`config.mk`:
```
export PLATFORM = sky130hd
export DESIGN_NAME = s2p_word_sequencer
export DESIGN_NICKNAME = d
export VERILOG_FILES = /design/src/rtl/s2p_word_sequencer.sv
export SDC_FILE = /design/constraint.sdc
export NUM_CORES = 1
export LEC_CHECK = 0
export CAP_MARGIN = 10
export CORE_MARGIN = 2
export CORE_UTILIZATION = 42
export DETAILED_ROUTE_END_ITERATION = 10
export HOLD_SLACK_MARGIN = 0.03
export PLACE_DENSITY_LB_ADDON = 0.15
export SYNTH_ARGS = -nofsm -noshare
export SYNTH_HDL_FRONTEND = slang
export SYNTH_SLANG_ARGS = --single-unit
```
`constraint.sdc`:
```
create_clock -name clk -period 2.2 [get_ports clk]
set_input_delay 0.22 -clock clk [delete_from_list [all_inputs] [get_ports clk]]
set_output_delay 0.22 -clock clk [all_outputs]
set_load 0.03 [all_outputs]
```
`src/rtl/s2p_word_sequencer.sv`:
```
// Packs a valid/ready byte stream into 64-bit words for the 8-lane byte splitter.
// Optional idle auto-flush is enabled by defining S2P_WORD_SEQUENCER_TIMEOUT_EN.
module s2p_word_sequencer #(
  parameter logic [7:0] PAD_BYTE    = 8'h00,
  parameter int         TIMEOUT_CYC = 255
) (
  input  logic        clk,
  input  logic        reset_n,
  input  logic [7:0]  in_byte,
  input  logic        in_valid,
  output logic        in_ready,
  input  logic        flush,
  output logic [63:0] d_out,
  output logic        load,
  output logic        word_valid,
  input  logic        word_ack,
  output logic [3:0]  vld_bytes,
  output logic        timeout_flag
);

  // Handshake: a byte transfers on a rising clk edge where in_valid && in_ready;
  // in_ready is registered from next-state, so it is already low in the load cycle.
  typedef enum logic [1:0] {
    IDLE    = 2'd0,
    FILL    = 2'd1,
    PRESENT = 2'd2
  } state_t;

  state_t      state_q, state_d;
  logic [63:0] d_d;
  logic [3:0]  vld_d;
  logic        timeout_d;
  logic        accept;
  logic        expire;
  logic [5:0]  lane_lsb;

  assign accept   = in_valid && in_ready;
  assign lane_lsb = {vld_bytes[2:0], 3'b000};

`ifdef S2P_WORD_SEQUENCER_TIMEOUT_EN
  logic [15:0] idle_cnt;

  // Counts FILL cycles without an accept; cleared on entry and on every byte.
  always_ff @(posedge clk) begin
    if (!reset_n || state_q != FILL || state_d != FILL || accept) begin
      idle_cnt <= 16'd0;
    end else begin
      idle_cnt <= idle_cnt + 16'd1;
    end
  end

  assign expire = (state_q == FILL) && !accept && (idle_cnt == 16'(TIMEOUT_CYC - 1));
`else
  assign expire = 1'b0;
`endif

  always_comb begin
    state_d   = state_q;
    d_d       = d_out;
    vld_d     = vld_bytes;
    timeout_d = 1'b0;
    case (state_q)
      IDLE: begin
        if (accept) begin
          state_d = FILL;
          d_d     = {{7{PAD_BYTE}}, in_byte};
          vld_d   = 4'd1;
        end
      end
      FILL: begin
        if (accept) begin
          d_d[lane_lsb +: 8] = in_byte;
          vld_d              = vld_bytes + 4'd1;
        end
        // Flush closes the word after any same-cycle byte has been written.
        if (flush || (accept && vld_bytes == 4'd7)) begin
          state_d = PRESENT;
        end else if (expire) begin
          state_d   = PRESENT;
          timeout_d = 1'b1;
        end
      end
      PRESENT: begin
        if (word_ack) begin
          state_d = IDLE;
          vld_d   = 4'd0;
        end
      end
      default: begin
        state_d = IDLE;
      end
    endcase
  end

  always_ff @(posedge clk) begin
    if (!reset_n) begin
      state_q      <= IDLE;
      d_out        <= 64'd0;
      vld_bytes    <= 4'd0;
      load         <= 1'b0;
      word_valid   <= 1'b0;
      in_ready     <= 1'b0;
      timeout_flag <= 1'b0;
    end else begin
      state_q      <= state_d;
      d_out        <= d_d;
      vld_bytes    <= vld_d;
      load         <= (state_d == PRESENT) && (state_q != PRESENT);
      word_valid   <= (state_d == PRESENT);
      in_ready     <= (state_d != PRESENT);
      timeout_flag <= timeout_d;
    end
  end

endmodule

```
==> impl_metrics.ini, run 1 <==
[status]
status = complete, no violations

[power]
seqPwrFrac_pct = 47.8
p_clk_share_pct = 40.5
p_leak_nw = 1.40
ir_drop_uv = 528
pwr-share-comb_pct = 11.7
p_per_area_mw_per_mm2 = 696
power_switching_uw = 727
swShare_pct = 25.8
internal-power_mw = 2.09

[worst_setup_path]
worstSetupStartpointType = flop
critical_path_class = reg -> reg
rrSetupSlack_ns = 0.06
timing.rr.start = vld_bytes[1]
worstRegToRegCells = 7
cp-end-kind = flop
arrival_ns = 2.43
r2r_end = d_out[11]
required_ns = 2.49
crit_fanout = 8

[synthesis]
ys_seq_elements = 73
yosys.area_share.simple_pct = 13.1
avgSynthCellArea_um2 = 10.1
synthMuxAreaShare_pct = 0
netlist_area_mm2 = 0.00285
synth_top_family_by_area = compound AO/OA/AOI/OAI gates
synth_xor_area_share_pct = 0
yosysWarningCount = 0
ys_types = 43
netlist_instances = 281
yosysTopAreaCell = dfxtp_1
synthFlopType = dfxtp_1
synth_area_leaders = dfxtp_1, a32o_1, ha_1, a21oi_1, a22o_1
synth_nets = 301
ys_seq_area_share_pct = 51.3
synth_edf_count = 0
synth.top_cell.area_share_pct = 51.3
synth-compound-area-share_pct = 28.4
async_reset_ff_share_pct = 0
synth_fa_ha_area_share_pct = 3.07

[clock_tree]
clock_path_buffers = 2
cts_buffers = 9
cts_tree = yes
cts_sinks = 73
clk_pin_slew_ns = 0.08
root_buffer = clkbuf_8
ctsHtreeMaxLevel = 3
clk_latency_ns = 0.35

[floorplanning]
fp-row-count = 30
die_area_mm2 = 0.00746
die_y_um = 86.4
initial_core_util_pct = 42.7
core_area_mm2 = 0.00668
io_pins = 85
fp.dieW_um = 86.4

[place]
place_hpwl_mm = 5.27
post-place-ws_ns = 0.0529
placedCellCount = 434
portBuffers = 83
gp_congestion = 0.872

[sta]
skew_ns = 0.0120
setup_viol = 0
max_slew_margin_pct = 52.4
rsz0062_at_grt = true
period_share_pct = 97.0
maxSlewViolCount = 0
tightest_slew_ns = 0.714
fmax_mhz = 468
tns_ns = 0
hold_viol = 0
worst_slack_ns = 0.0649
fin_crit_ns = 2.14

[global_route]
grt_pass1_vias = 2405
grt_usage_pct = 21.5
grt_max_degree = 44
use_met2_pct = 33.1
use_met3_pct = 4.76
met1_usage_pct = 29.0
grt_pass1_wl_mm = 12.3
grt-ovfl-total = 0
grt_antenna_before_repair = 0
top_usage_layer = met2

[hold_path]
hold_end = d_out[26]
min_from = d_out[26]
hold_class = reg -> reg
min_path_cells = 1

[routing]
avgRoutedWirePerCell_um = 17.5
vias = 2594
ant_nets = 0
drt_pre_antenna_iters = 4
totalWireLength_mm = 7.89
drt_iter0_markers = 152
drc = 0
routed_via_density = 5.75

[layout]
area_delta_synth_final_pct = 42.1
finalNetCount = 386
drive_gt1_share_pct = 12.1
fillers = 600
num_antenna_cells = 0
final_cell_count_no_fill = 451

[run]
cap_violations = 0
## cells in the mapped netlist, drive strengths merged (5+ instances only)
library cell and number:
ha 7, buf 5, nand2b 5, nand3 12, nor2 17, o2bb2ai 7, clkbuf 16, dfxtp 73
nor3 7, inv 6, a32o 32, a22o 8, nand2 13, a22oi 8, o21ai 16, a21oi 17
## cells in the final DEF, fill, tap and decap left out, types with 3 or more instances in the layout
cell	instances
clkdlybuf4s50_1	83
dfxtp_1	71
a32o_1	32
a21oi_1	15
nor2_1	15
nand2_1	13
o21ai_0	13
nand3_1	12
buf_4	12
clkbuf_8	9
a22oi_1	8
a22o_1	8
o2bb2ai_1	7
inv_1	6
ha_1	6
nor3_1	5
nand2b_1	4
nor2b_1	3
nor4_1	3
## power by group through the flow
| stage | clock [mW] | sequential [mW] | combinational [mW] |
|---|---|---|---|
| after floorplan | 0 | 1.41 | 0.184 |
| after global placement | 0 | 1.38 | 0.316 |
| after detailed placement | 0 | 1.38 | 0.319 |
| after CTS | 1.17 | 1.35 | 0.320 |
| after global routing | 1.24 | 1.35 | 0.358 |
| final | 1.14 | 1.35 | 0.330 |
## stage by stage
stage	hold slack (ns)	instance area, um2	total power, mW	utilization [%]
after floorplan	0.530	2880	1.59	-
after global placement	0.450	3800	1.69	56.8
after detailed placement	0.451	3800	1.70	56.8
after CTS	0.476	4020	2.84	60.1
after global routing	0.491	4050	2.95	60.6
final	0.469	4050	2.82	60.6
## layer usage
metal,routed length (um),vias up
li1,-,1246
met1,3650,1228
met2,3630,102
met3,445,18
met4,160,0
met5,0,-
## cells by family (layout without fill, tap and decap cells)
group	Yosys count	after routing
compound gates	102	102
simple gates	70	70
flops	73	73
fa+ha+maj	7	7
other cells	1	1
buf+inv	28	118
## layout make-up
class                   count  area [um2]  area share [%]
clock buffers              10         128            3.15
repair buffers             95         921            22.7
inverters                   7        26.3           0.649
well taps                  80         100            2.47
flip-flops and latches     73        1470            36.3
multi-input cells         180        1320            32.5
clock inverters             6        90.1            2.22
## worst max path at each step
stage / startpoint / end / cells after the start
floorplan: vld_bytes[0] / d_out[11] / 9
global placement: vld_bytes[1] / d_out[32] / 7
detailed placement: vld_bytes[1] / d_out[34] / 7
CTS: vld_bytes[1] / d_out[38] / 7
global route: vld_bytes[1] / d_out[38] / 8
finish: vld_bytes[1] / d_out[11] / 7
## state kept, by name, indices dropped and copies added, names as in the netlist
name        count
state_q         2
vld_bytes       4
in_ready        1
word_valid      1
load            1
d_out          64
## worst max-delay path: stages (launching register included)
cell and delay [ns]:
dfxtp_4 0.39, inv_1 0.05, ha_1 0.17, ha_2 0.23
nand2b_4 0.17, or2_1 0.27, or3_1 0.54, a2bb2o_4 0.26
## what timing repair did
| item | CTS | global route |
|---|---|---|
| endpoints found under the setup margin | 0 | 33 |
| hold buffers | 0 | 0 |
| setup buffers | 0 | 1 |
| gates resized for setup | 0 | 7 |
| endpoints found under the hold margin | 0 | 0 |
Power figures use the tool's default switching activity.
==> run 2, diff against run 1 <==
- CTS_CLUSTER_SIZE: not set -> 10
==> results of run 2 <==
Final layout, timing and power as in run 1 (identical DEF).
